--- src/rtl/seg_pkg.sv ---
// seg_pkg -- shared constants for the seven-segment scan controller.
//   GLYPH_ROM : 16 x 7-bit active-high glyphs, bit order {g,f,e,d,c,b,a}
//   SEG_A..SEG_G, SEG_DP : bit positions inside the 8-bit segment bus Y
//   Y_IDLE, DIG_IDLE : inactive (dark) levels of the active-low pin buses
package seg_pkg;

  localparam int SEG_A  = 0;
  localparam int SEG_B  = 1;
  localparam int SEG_C  = 2;
  localparam int SEG_D  = 3;
  localparam int SEG_E  = 4;
  localparam int SEG_F  = 5;
  localparam int SEG_G  = 6;
  localparam int SEG_DP = 7;

  // Both pin buses are active-low, so "nothing lit" is all ones.
  localparam logic [7:0] Y_IDLE   = 8'hFF;
  localparam logic       DIG_IDLE = 1'b1;

  // Entry n is the glyph for nibble n (index 15 is written first).
  localparam logic [15:0][6:0] GLYPH_ROM = {
    7'h71,  // F
    7'h79,  // E
    7'h5E,  // d
    7'h39,  // C
    7'h7C,  // b
    7'h77,  // A
    7'h6F,  // 9
    7'h7F,  // 8
    7'h07,  // 7
    7'h7D,  // 6
    7'h6D,  // 5
    7'h66,  // 4
    7'h4F,  // 3
    7'h5B,  // 2
    7'h06,  // 1
    7'h3F   // 0
  };

endpackage

--- src/rtl/seg_glyph_dec.sv ---
// seg_glyph_dec -- combinational nibble to seven-segment glyph decoder.
//   nibble : in  4  BCD/hex value 0..F
//   seg    : out 7  active-high segments {g,f,e,d,c,b,a}
module seg_glyph_dec
  import seg_pkg::*;
(
  input  logic [3:0] nibble,
  output logic [6:0] seg
);

  assign seg = GLYPH_ROM[nibble];

endmodule

--- src/rtl/seg_scan_ctrl.sv ---
// seg_scan_ctrl -- multiplexed seven-segment scanner with per-digit dp,
// per-digit enable, 16-level brightness PWM and optional blinking.
//   clk         : in  1             system clock
//   rst         : in  1             asynchronous active-high reset
//   digits      : in  4*NUM_DIGITS  nibble i at [4i+3:4i], digit 0 rightmost
//   dp          : in  NUM_DIGITS    decimal point request, 1 = lit
//   digit_en    : in  NUM_DIGITS    1 = shown, 0 = dark but still scanned
//   brightness  : in  4             duty level 0..15
//   blink       : in  NUM_DIGITS    1 = digit blinks (needs SEG_BLINK_EN)
//   DIG         : out NUM_DIGITS    digit select, active-low
//   Y           : out 8             segments, active-low, Y[7] = dp
//   frame_start : out 1             one-cycle pulse when slot 0 begins
// Build option: define SEG_BLINK_EN to include the frame counter and the
// blink phase; without it the blink input is ignored.
module seg_scan_ctrl
  import seg_pkg::*;
#(
  parameter int NUM_DIGITS   = 6,
  parameter int SCAN_DIV     = 195312,
  parameter int BLINK_FRAMES = 64
) (
  input  logic                    clk,
  input  logic                    rst,
  input  logic [4*NUM_DIGITS-1:0] digits,
  input  logic [NUM_DIGITS-1:0]   dp,
  input  logic [NUM_DIGITS-1:0]   digit_en,
  input  logic [3:0]              brightness,
  input  logic [NUM_DIGITS-1:0]   blink,
  output logic [NUM_DIGITS-1:0]   DIG,
  output logic [7:0]              Y,
  output logic                    frame_start
);

  // The prescaler is kept as a sub-phase pair (ph, sub_cnt) so that
  // ph = div_cnt / (SCAN_DIV/16) comes for free without a divider.
  localparam int SUB_LEN = SCAN_DIV / 16;
  localparam int SUB_W   = (SUB_LEN > 1) ? $clog2(SUB_LEN) : 1;
  localparam int SLOT_W  = (NUM_DIGITS > 1) ? $clog2(NUM_DIGITS) : 1;

  generate
    if (NUM_DIGITS < 1 || NUM_DIGITS > 8) begin : g_bad_num_digits
      $error("seg_scan_ctrl: NUM_DIGITS must be 1..8");
    end
    if (SCAN_DIV < 32 || (SCAN_DIV % 16) != 0) begin : g_bad_scan_div
      $error("seg_scan_ctrl: SCAN_DIV must be a multiple of 16 and >= 32");
    end
    if (BLINK_FRAMES < 1) begin : g_bad_blink_frames
      $error("seg_scan_ctrl: BLINK_FRAMES must be >= 1");
    end
  endgenerate

  logic [SUB_W-1:0]      sub_cnt_reg;
  logic [3:0]            ph_reg;
  logic [SLOT_W-1:0]     slot_reg;

  logic [3:0]            lat_nib_reg;
  logic                  lat_dp_reg;
  logic                  lat_en_reg;
  logic [3:0]            lat_bright_reg;

  logic [NUM_DIGITS-1:0] dig_reg;
  logic [7:0]            y_reg;
  logic                  frame_start_reg;

  logic [NUM_DIGITS-1:0] dig_next;
  logic [7:0]            y_next;
  logic                  frame_start_next;

  logic                  slot_start;
  logic                  sub_last;
  logic                  slot_last;
  logic                  blink_dark;
  logic                  lit;
  logic [6:0]            glyph;

  logic [3:0]            nib_arr [NUM_DIGITS];
  logic [NUM_DIGITS-1:0] slot_sel;

  genvar gi;
  generate
    for (gi = 0; gi < NUM_DIGITS; gi++) begin : g_digit
      assign nib_arr[gi]  = digits[4*gi +: 4];
      assign slot_sel[gi] = (slot_reg == SLOT_W'(gi));
    end
  endgenerate

  assign slot_start = (sub_cnt_reg == '0) && (ph_reg == 4'd0);
  assign sub_last   = (sub_cnt_reg == SUB_W'(SUB_LEN - 1));
  assign slot_last  = (slot_reg == SLOT_W'(NUM_DIGITS - 1));

  // Prescaler and slot counter.
  always_ff @(posedge clk or posedge rst) begin
    if (rst) begin
      sub_cnt_reg <= '0;
      ph_reg      <= 4'd0;
      slot_reg    <= '0;
    end else if (sub_last) begin
      sub_cnt_reg <= '0;
      ph_reg      <= ph_reg + 4'd1;
      if (ph_reg == 4'd15) begin
        slot_reg <= slot_last ? '0 : slot_reg + SLOT_W'(1);
      end
    end else begin
      sub_cnt_reg <= sub_cnt_reg + SUB_W'(1);
    end
  end

  // Per-slot snapshot: taken during the dark guard cycle so the whole lit
  // part of the slot is immune to input changes.
  always_ff @(posedge clk or posedge rst) begin
    if (rst) begin
      lat_nib_reg    <= 4'd0;
      lat_dp_reg     <= 1'b0;
      lat_en_reg     <= 1'b0;
      lat_bright_reg <= 4'd0;
    end else if (slot_start) begin
      lat_nib_reg    <= nib_arr[slot_reg];
      lat_dp_reg     <= |(dp & slot_sel);
      lat_en_reg     <= |(digit_en & slot_sel);
      lat_bright_reg <= brightness;
    end
  end

`ifdef SEG_BLINK_EN
  // frame_cnt_reg counts frame starts since the last toggle; the phase
  // flips on the frame start that follows BLINK_FRAMES complete frames.
  localparam int FR_W = $clog2(BLINK_FRAMES + 1);

  logic [FR_W-1:0] frame_cnt_reg;
  logic            blink_on_reg;
  logic            lat_blink_reg;
  logic            frame_tick;

  assign frame_tick = slot_start && (slot_reg == '0);

  always_ff @(posedge clk or posedge rst) begin
    if (rst) begin
      frame_cnt_reg <= '0;
      blink_on_reg  <= 1'b1;
      lat_blink_reg <= 1'b0;
    end else begin
      if (slot_start) begin
        lat_blink_reg <= |(blink & slot_sel);
      end
      if (frame_tick) begin
        if (frame_cnt_reg == FR_W'(BLINK_FRAMES)) begin
          frame_cnt_reg <= FR_W'(1);
          blink_on_reg  <= ~blink_on_reg;
        end else begin
          frame_cnt_reg <= frame_cnt_reg + FR_W'(1);
        end
      end
    end
  end

  assign blink_dark = lat_blink_reg & ~blink_on_reg;
`else
  logic unused_blink;
  assign unused_blink = |blink;
  assign blink_dark   = 1'b0;
`endif

  seg_glyph_dec u_glyph_dec (
    .nibble (lat_nib_reg),
    .seg    (glyph)
  );

  // The guard cycle at slot start is always dark so the previous digit's
  // segments never ghost onto the newly selected digit.
  assign lit = ~slot_start & lat_en_reg & (ph_reg <= lat_bright_reg) & ~blink_dark;

  always_comb begin
    dig_next         = {NUM_DIGITS{DIG_IDLE}};
    y_next           = Y_IDLE;
    frame_start_next = slot_start && (slot_reg == '0);
    if (lit) begin
      dig_next              = ~slot_sel;
      y_next[SEG_G:SEG_A]   = ~glyph;
      y_next[SEG_DP]        = ~lat_dp_reg;
    end
  end

  always_ff @(posedge clk or posedge rst) begin
    if (rst) begin
      dig_reg         <= {NUM_DIGITS{DIG_IDLE}};
      y_reg           <= Y_IDLE;
      frame_start_reg <= 1'b0;
    end else begin
      dig_reg         <= dig_next;
      y_reg           <= y_next;
      frame_start_reg <= frame_start_next;
    end
  end

  assign DIG         = dig_reg;
  assign Y           = y_reg;
  assign frame_start = frame_start_reg;

endmodule

--- config.mk ---
export PLATFORM = sky130hd
export DESIGN_NAME = seg_scan_ctrl
export DESIGN_NICKNAME = d
export VERILOG_FILES = /design/src/rtl/seg_pkg.sv /design/src/rtl/seg_glyph_dec.sv /design/src/rtl/seg_scan_ctrl.sv
export SDC_FILE = /design/constraint.sdc
export NUM_CORES = 1
export LEC_CHECK = 0
export ABC_AREA = 1
export CORE_MARGIN = 2
export CORE_UTILIZATION = 53
export CTS_BUF_LIST = sky130_fd_sc_hd__clkbuf_8
export DETAILED_ROUTE_END_ITERATION = 10
export PLACE_DENSITY = 0.83
export SLEW_MARGIN = 25
export SYNTH_ARGS = -nofsm -noshare
export SYNTH_HDL_FRONTEND = slang
export SYNTH_SLANG_ARGS = --single-unit
--- constraint.sdc ---
create_clock -name clk -period 2.1 [get_ports clk]
set_clock_uncertainty 0.1 [all_clocks]
set_input_delay 0.525 -clock clk [delete_from_list [all_inputs] [get_ports clk]]
set_output_delay 0.525 -clock clk [all_outputs]
set_load 0.01 [all_outputs]
==> flow_summary_export.csv, run 1 <==
group,metric,value,unit
global_route,antenna_found_initial,0,
floorplanning,coreArea,5440,um2
sta,finalHoldViolations,0,
clock_tree,numCtsBuffers,5,
logic_synthesis,yosys_warnings,0,
routing,drtAntennaViolNets,0,
routing,routed_wl,6.33,mm
logic_synthesis,synth_edf_count,0,
floorplanning,rows,27,
floorplanning,die_area,6170,um2
cells_and_area,final_cells,545,
floorplanning,initial_core_util,54.1,%
critical_path,critical_path.top_delay_family,"buffers and inverters",
power,power.total,0.00182,W
logic_synthesis,synth_nets,484,
critical_path,worstPathRequired,1.47,ns
logic_synthesis,synth-main-ff-cell,"dfrtp_1",
floorplanning,chipHeight,78.5,um
logic_synthesis,syn-mean-instance-area,7.01,um2
cells_and_area,nets,536,
place,place_hpwl,4.89,mm
hold_path,worstHoldPathType,"flip-flop to flip-flop",
critical_path,critical_path_class,"flip-flop to output pin",
logic_synthesis,async_reset_ff_share,100,%
critical_path,crit_path_start_kind,"flip-flop",
place,dp_cells,537,
cells_and_area,final_util,67.6,%
clock_tree,cts_tree,"built",
cells_and_area,antenna_cells,0,
routing,drcViolationCount,0,
global_route,grt_util_all_layers,22.2,%
run_status,status,"completed",
routing,drt_iter0_markers,151,
routing,wl_per_cell,11.6,um
clock_tree,post_cts_resized,0,
critical_path,crit_path_max_incr_delay,0.55,ns
critical_path,cp.arrival,1.37,ns
clock_tree,cts_hold_buf,0,
sta,setup_ws,0.109,ns
sta,worst_pin_slew,0.541,ns
cells_and_area,multi_input_area,1510,um2
place,port_buffers,56,
global_route,grt_pass1_wl,11.0,mm
global_route,overflow,0,
routing,firstDrtPassIters,5,
sta,fmax,0.502,GHz
sta,drv_slew,0,
logic_synthesis,ys_types,25,
sta,rsz0062_at_grt,"no",
sta,setup_viol,0,
global_route,grt_max_degree,47,
clock_tree,clock_path_buffers,2,
critical_path,crit_path_max_fanout,1,
clock_tree,cts.clk_slew.worst_paths,0.08,ns
cells_and_area,register_area,1170,um2
cells_and_area,largest_register_ffs,14,
logic_synthesis,synth-seq-cells,46,
logic_synthesis,synth_seq_area_share,39.7,%
critical_path,worstPathCellList,"clkdlybuf4s50_1",
power,powerDensity,494,nW/um2
routing,via_per_inst,4.99,
routing,vias,2721,
cells_and_area,drive_above_1_share,7.61,%
place,place_congestion,0.925,
sta,period_minus_slack,1.99,ns
critical_path,endpoint_kind,"output pin",
power,p_leak,1.86,nW
sta,slew_headroom,63.6,%
place,place_ws,0.341,ns
clock_tree,post_cts_buffers,0,
cells_and_area,areaGrowthSynthToFinish,24.8,%
logic_synthesis,netlist_area,2940,um2
critical_path,path_buf_inv,1,
flow_run,maxCapViolCount,0,
clock_tree,cts.sink_count,46,
sta,tns,0,ns
floorplanning,die_w,78.5,um
clock_tree,clkLatencyLatePin,0.30,ns
clock_tree,h-tree-depth,2,
power,peakVddDrop,244,uV
logic_synthesis,synthCells,420,
floorplanning,io_pins,63,
cells_and_area,fill_cells,485,
sta,post-route-period-util,94.8,%
critical_path,critical_path.slowest_cell,"clkdlybuf4s50_1",
clock_tree,root_buffer,"clkbuf_8",
global_route,grt_pass1_vias,2620,
cell usage after synthesis (2+ instances only):
| library cell | number | area share, % |
|---|---|---|
| dfstp_2 | 14 | 12 |
| nand2_1 | 158 | 20 |
| nand4_1 | 22 | 4.7 |
| inv_1 | 46 | 5.9 |
| nor3_1 | 8 | 1.4 |
| a21oi_1 | 6 | 1.0 |
| clkbuf_1 | 4 | 0.51 |
| buf_4 | 2 | 0.51 |
| nand3b_1 | 2 | 0.51 |
| buf_2 | 9 | 1.5 |
| nor2_4 | 2 | 0.76 |
| inv_2 | 3 | 0.38 |
| nor2_1 | 44 | 5.6 |
| xor2_1 | 6 | 1.8 |
| dfrtp_1 | 32 | 27 |
| o21ai_0 | 12 | 2.0 |
| nand3_2 | 2 | 0.68 |
| nand3_1 | 26 | 4.4 |
| ha_1 | 16 | 6.8 |
final timing paths:
path | start | slack [ns] | end | cells after the start
worst max-delay path | DIG[5]$_DFF_PP1_ | 0.11 | DIG[5] | 1
worst min-delay path | sub_cnt_reg[0]$_DFF_PP0_ | 0.35 | sub_cnt_reg[0]$_DFF_PP0_ | 1
worst max register to register | ph_reg[1]$_DFFE_PP0N_ | 0.33 | DIG[4]$_DFF_PP1_ | 7
worst min register to register | sub_cnt_reg[0]$_DFF_PP0_ | 0.35 | sub_cnt_reg[0]$_DFF_PP0_ | 1
max in group asynchronous | rst | 1.17 | DIG[2]$_DFF_PP1_ | 3
min in group asynchronous | rst | 0.45 | lat_bright_reg[1]$_DFFE_PP0P_ | 3
per-stage QoR:
stage	hold WS (ns)	area [um2]
floorplan	0.323	2940
global placement	0.335	3560
detailed placement	0.350	3560
CTS	0.361	3670
global route	0.381	3670
finish	0.353	3670
where the power goes:
group	switching, W	total (W)	internal, W
logic	0.0000859	0.000211	0.000125
registers	0.0000183	0.000936	0.000918
clock network	0.000286	0.000669	0.000383
total	0.000391	0.00182	0.00143
cell type report:
| cell class | instances | share of cell area (%) |
|---|---|---|
| clock inverters | 2 | 0.919 |
| inverters | 49 | 5.01 |
| well taps | 72 | 2.45 |
| flip-flops and latches | 46 | 31.8 |
| repair buffers | 61 | 16.6 |
| multi-input cells | 309 | 41.0 |
| clock buffers | 6 | 2.25 |
cells in the final DEF (no fill, tap or decap), types with 3 or more instances in the layout:
master	instances
a21oi_1	6
buf_4	4
clkbuf_8	6
clkdlybuf4s50_1	56
dfrtp_1	32
dfstp_2	14
ha_1	16
inv_1	46
inv_2	3
nand2_1	158
nand3_1	26
nand4_1	22
nor2_1	44
nor3_1	8
o21ai_0	12
xor2_1	6
metal layers:
metal	part of all wire (%)	vias to the layer above	GRT usage (%)	routed length, um
met2	49	93	37.5	3090
met4	2.0	0	8.77	127
li1	-	1416	-	-
met1	44	1200	28.1	2770
met5	0	-	0	0
met3	5.4	12	4.02	344
cell families after synthesis:
family                     synth area share, %
AOI/OAI and AO/OA                         3.57
xor gates and xnor gates                  1.78
adders and majority gates                 6.80
buffers and inverters                     9.18
DFF                                       39.7
and+or+nand+nor                           39.0
Power figures use the tool's default switching activity.
==> run 2: changes to the inputs <==
MAX_ROUTING_LAYER = met4   (was default)
==> run 2 against run 1 <==
Compared with the run above: flip-flop and latch count stayed put; cell area is 0.71% lower; sequential share of layout area is 0.23 points higher; sequential power hardly changed; clock-buffer cell count is 1 lower; clock power is 19% lower; register-to-register slack worse by 0.02 ns; worst hold slack worse by 0.0056 ns; critical endpoint unchanged; power is 6.9% lower; setup slack worse by 0.011 ns; global-route usage is 0.11 points higher.
==> flow_summary_export.csv, run 2 (same netlist as run 1, synthesis figures left out) <==
group,metric,value,unit
run_status,status,"completed",
global_route,grt_util_all_layers,22.3,%
sta,slew_headroom,65.9,%
critical_path,crit_path_max_incr_delay,0.55,ns
cells_and_area,antenna_cells,0,
clock_tree,post_cts_resized,0,
routing,routed_wl,6.21,mm
cells_and_area,layout_common_cells,"nand2_1 (158), clkdlybuf4s50_1 (56), inv_1 (45)",
sta,rsz0062_at_grt,"no",
clock_tree,clkLatencyLatePin,0.31,ns
routing,drt_iter0_markers,101,
critical_path,critical_path_class,"flip-flop to output pin",
clock_tree,root_buffer,"clkbuf_8",
flow_run,maxCapViolCount,0,
sta,worst_pin_slew,0.507,ns
hold_path,worstHoldPathType,"flip-flop to flip-flop",
cells_and_area,register_area,1170,um2
sta,post-route-period-util,95.3,%
place,dp_cells,537,
power,p_clk_share,32.2,%
power,powerDensity,464,nW/um2
routing,firstDrtPassIters,4,
power,combPwrFrac,12.5,%
cells_and_area,final_common_cell,"nand2_1",
power,swShare,24.5,%
cells_and_area,largest_register_ffs,14,
power,seqPwrFrac,55.3,%
place,port_buffers,56,
critical_path,r2r_slack,0.31,ns
clock_tree,cts_hold_buf,0,
sta,drv_slew,0,
cells_and_area,drive_above_1_share,7.82,%
cells_and_area,multi_input_area,1510,um2
power,peakVddDrop,217,uV
clock_tree,post_cts_buffers,0,
clock_tree,h-tree-depth,2,
critical_path,cp.arrival,1.38,ns
global_route,grt_pass1_wl,10.8,mm
sta,setup_viol,0,
floorplanning,io_pins,63,
routing,drcViolationCount,0,
global_route,grt_pass1_vias,2607,
floorplanning,chipHeight,78.5,um
place,place_congestion,0.928,
routing,via_per_inst,5.03,
floorplanning,coreArea,5440,um2
power,p_leak,1.84,nW
global_route,grt_max_degree,47,
clock_tree,cts.sink_count,46,
sta,finalHoldViolations,0,
place,place_hpwl,4.78,mm
clock_tree,clock_path_buffers,2,
critical_path,critical_path.top_delay_family,"buffers and inverters",
sta,fmax,0.499,GHz
power,p_switching,0.000415,W
power,p_int,0.00128,W
critical_path,critical_path.slowest_cell,"clkdlybuf4s50_1",
floorplanning,die_area,6170,um2
cells_and_area,fill_cells,480,
critical_path,worstPathCellList,"clkdlybuf4s50_1",
clock_tree,numCtsBuffers,5,
clock_tree,cts_tree,"built",
critical_path,worstPathRequired,1.47,ns
critical_path,endpoint_kind,"output pin",
routing,drtAntennaViolNets,0,
global_route,antenna_found_initial,0,
sta,period_minus_slack,2.00,ns
routing,wl_per_cell,11.4,um
critical_path,crit_path_max_fanout,1,
cells_and_area,areaGrowthSynthToFinish,23.9,%
sta,tns,0,ns
floorplanning,die_w,78.5,um
cells_and_area,nets,536,
critical_path,path_buf_inv,1,
global_route,overflow,0,
floorplanning,initial_core_util,54.1,%
floorplanning,rows,27,
cells_and_area,final_cells,545,
critical_path,crit_path_start_kind,"flip-flop",
routing,vias,2743,
clock_tree,cts.clk_slew.worst_paths,0.09,ns
-- run 2: power groups by stage --
stage	sequential [W]	clock, W	combinational (W)
floorplan	0.000951	0	0.0000875
CTS	0.000936	0.000547	0.000214
finish	0.000936	0.000545	0.000212
global placement	0.000952	0	0.000210
global route	0.000939	0.000585	0.000239
detailed placement	0.000953	0	0.000214
-- run 2: cell type report --
type,count,share of cell area (%)
clock inverter,3,0.583
clock buffer,5,1.89
timing repair buffer,61,16.7
sequential,46,32.0
multi-input combinational,309,41.3
tap,72,2.47
inverter,49,5.04
-- run 2: per-layer routing --
metal  wire length [um]  vias to the layer above  GRT usage, %
li1                   -                     1421             -
met1               2840                     1221          27.3
met2               2990                       92          37.5
met3                282                        9          2.64
met4                 93                        0          9.30
met5                  0                        -             -
-- run 2: path summary, 6_finish.rpt --
kind	start	to	cells past startpoint
min in group asynchronous	rst	lat_bright_reg[0]$_DFFE_PP0P_	3
min reg2reg	lat_dp_reg$_DFFE_PP0P_	Y[7]$_DFF_PP1_	1
min	lat_dp_reg$_DFFE_PP0P_	Y[7]$_DFF_PP1_	1
max reg2reg	ph_reg[1]$_DFFE_PP0N_	DIG[2]$_DFF_PP1_	7
max in group asynchronous	rst	Y[0]$_DFF_PP1_	3
max	DIG[5]$_DFF_PP1_	DIG[5]	1
-- run 2: through the flow --
stage	hold WS, ns	area (um2)	power, W	utilization, %	worst slack, ns
floorplan	0.323	2940	0.00104	-	0.410
global placement	0.334	3560	0.00116	65.4	0.389
detailed placement	0.333	3560	0.00117	65.4	0.341
CTS	0.348	3650	0.00170	67.1	0.0906
global route	0.359	3650	0.00176	67.1	0.0723
finish	0.347	3650	0.00169	67.1	0.0977
-- run 2: worst register-to-register path: cells and delay by family, from the launching register on --
family,cells,cell delay (ns)
AOI/OAI and AO/OA,1,0.13
adders and majority gates,1,0.32
buffers and inverters,1,0.06
DFF,1,0.43
and+or+nand+nor,4,0.64
==> run 3: changes to the inputs <==
CORE_UTILIZATION = 51   (was 53)
CTS_BUF_LIST = default   (was sky130_fd_sc_hd__clkbuf_8)
PLACE_DENSITY = 0.8   (was 0.83)
SKIP_CTS_REPAIR_TIMING = 1   (was default)
==> run 3 against run 2 <==
Compared with the run above: cell count grew 0.18%; sequential power is essentially flat; clock-buffer cell count grew 2; via count grew 1.5%; wire length grew 5.4%; sequential share of layout area shrank 0.077 points; power grew 0.84%; critical path type unchanged; largest power group unchanged.
==> flow_summary_export.csv, run 3 (same netlist as run 1, synthesis figures left out) <==
group,metric,value,unit
run_status,status,"completed",
sta,period_minus_slack,2.00,ns
floorplanning,initial_core_util,53.1,%
critical_path,r2r_end,"DIG[2]$_DFF_PP1_",
critical_path,cp.arrival,1.37,ns
sta,post-route-period-util,95.0,%
floorplanning,die_w,80.0,um
global_route,overflow,0,
sta,tns,0,ns
critical_path,worstPathRequired,1.47,ns
sta,finalHoldViolations,0,
critical_path,endpoint_kind,"output pin",
sta,fmax,0.501,GHz
global_route,grt_util_all_layers,22.2,%
cells_and_area,multi_input_area,1510,um2
cells_and_area,antenna_cells,0,
critical_path,r2r_slack,0.31,ns
floorplanning,io_pins,63,
routing,wl_per_cell,12.0,um
cells_and_area,drive_above_1_share,7.81,%
critical_path,crit_path_max_fanout,1,
critical_path,rr_worst_depth,7,
hold_path,hold_start,"lat_dp_reg$_DFFE_PP0P_",
routing,routed_wl,6.54,mm
hold_path,hold_end,"Y[7]$_DFF_PP1_",
hold_path,worstHoldPathType,"flip-flop to flip-flop",
routing,drt_iter0_markers,179,
clock_tree,cts_tree,"built",
power,peakVddDrop,364,uV
floorplanning,coreArea,5540,um2
critical_path,critical_path_class,"flip-flop to output pin",
global_route,grt_pass1_vias,2536,
power,powerDensity,467,nW/um2
sta,setup_viol,0,
cells_and_area,nets,537,
critical_path,crit_path_start_kind,"flip-flop",
routing,via_per_inst,5.10,
floorplanning,chipHeight,80.0,um
critical_path,path_buf_inv,1,
clock_tree,numCtsBuffers,5,
clock_tree,cts.sink_count,46,
cells_and_area,fill_cells,487,
global_route,grt_max_degree,47,
routing,firstDrtPassIters,4,
place,port_buffers,56,
flow_run,maxCapViolCount,0,
critical_path,r2r-start,"ph_reg[1]$_DFFE_PP0N_",
hold_path,hold_depth,1,
place,dp_cells,538,
clock_tree,clkLatencyLatePin,0.30,ns
sta,worst_pin_slew,0.540,ns
global_route,antenna_found_initial,0,
cells_and_area,areaGrowthSynthToFinish,24.2,%
routing,drcViolationCount,0,
critical_path,crit_path_max_incr_delay,0.54,ns
clock_tree,clock_path_buffers,2,
clock_tree,cts.clk_slew.worst_paths,0.08,ns
floorplanning,rows,27,
place,place_hpwl,5.00,mm
critical_path,critical_path.slowest_cell,"dfstp_2",
clock_tree,h-tree-depth,2,
place,place_congestion,0.904,
cells_and_area,largest_register_ffs,14,
global_route,grt_pass1_wl,10.9,mm
critical_path,critical_path.top_delay_family,"flip-flops",
cells_and_area,final_common_cell,"nand2_1",
clock_tree,root_buffer,"clkbuf_8",
routing,vias,2784,
cells_and_area,final_cells,546,
sta,rsz0062_at_grt,"no",
sta,drv_slew,0,
sta,slew_headroom,63.7,%
critical_path,worstPathCellList,"clkdlybuf4s50_1",
power,p_leak,1.85,nW
cells_and_area,layout_common_cells,"nand2_1 (158), clkdlybuf4s50_1 (56), inv_1 (45)",
routing,drtAntennaViolNets,0,
cells_and_area,register_area,1170,um2
floorplanning,die_area,6400,um2
-- run 3: cell count changes in the layout (fill, tap and decap cells not counted), sizes merged --
cell / delta
buf: +1
clkbuf: +2
clkinv: -1
clkinvlp: -1
-- run 3: through the flow --
| step | setup slack [ns] | cell area [um2] | utilization, % | total power, W | hold WS (ns) |
|---|---|---|---|---|---|
| detailed placement | 0.367 | 3570 | 64.4 | 0.00117 | 0.351 |
| floorplan | 0.410 | 2940 | - | 0.00104 | 0.323 |
| finish | 0.105 | 3660 | 66.0 | 0.00171 | 0.362 |
| global route | 0.0716 | 3660 | 66.0 | 0.00179 | 0.376 |
| global placement | 0.396 | 3570 | 64.4 | 0.00116 | 0.338 |
| CTS | 0.101 | 3660 | 66.0 | 0.00172 | 0.362 |
-- run 3: layer usage --
| metal | up-vias | part of all wire (%) | global-route usage (%) |
|---|---|---|---|
| met5 | - | 0 | - |
| met1 | 1267 | 44 | 27.2 |
| met2 | 88 | 48 | 36.1 |
| met4 | 0 | 1.8 | 8.64 |
| met3 | 11 | 5.6 | 4.30 |
| li1 | 1418 | - | - |
-- run 3: power breakdown --
| part | switching [W] | internal, W |
|---|---|---|
| sequential | 0.0000190 | 0.000918 |
| combinational | 0.0000878 | 0.000125 |
| clock | 0.000291 | 0.000266 |
-- run 3: area by class of cell --
cell class              count  area share, %
well taps                  72           2.46
clock buffers               7           2.36
clock inverters             1          0.137
multi-input cells         309           41.2
flip-flops and latches     46           32.0
repair buffers             62           16.9
inverters                  49           5.03
-- run 3: how the worst max path moves through the flow --
| stage | from | to | slack [ns] | depth (start not counted) |
|---|---|---|---|---|
| 2_1_floorplan | rst | frame_start$_DFF_PP0_ | 0.41 | 1 |
| 3_3_place_gp | ph_reg[1]$_DFFE_PP0N_ | DIG[2]$_DFF_PP1_ | 0.40 | 7 |
| 3_5_place_dp | ph_reg[1]$_DFFE_PP0N_ | DIG[2]$_DFF_PP1_ | 0.37 | 7 |
| 4_1_cts | Y[3]$_DFF_PP1_ | Y[3] | 0.10 | 1 |
| 5_1_grt | Y[2]$_DFF_PP1_ | Y[2] | 0.07 | 1 |
| 6_report | Y[2]$_DFF_PP1_ | Y[2] | 0.10 | 1 |
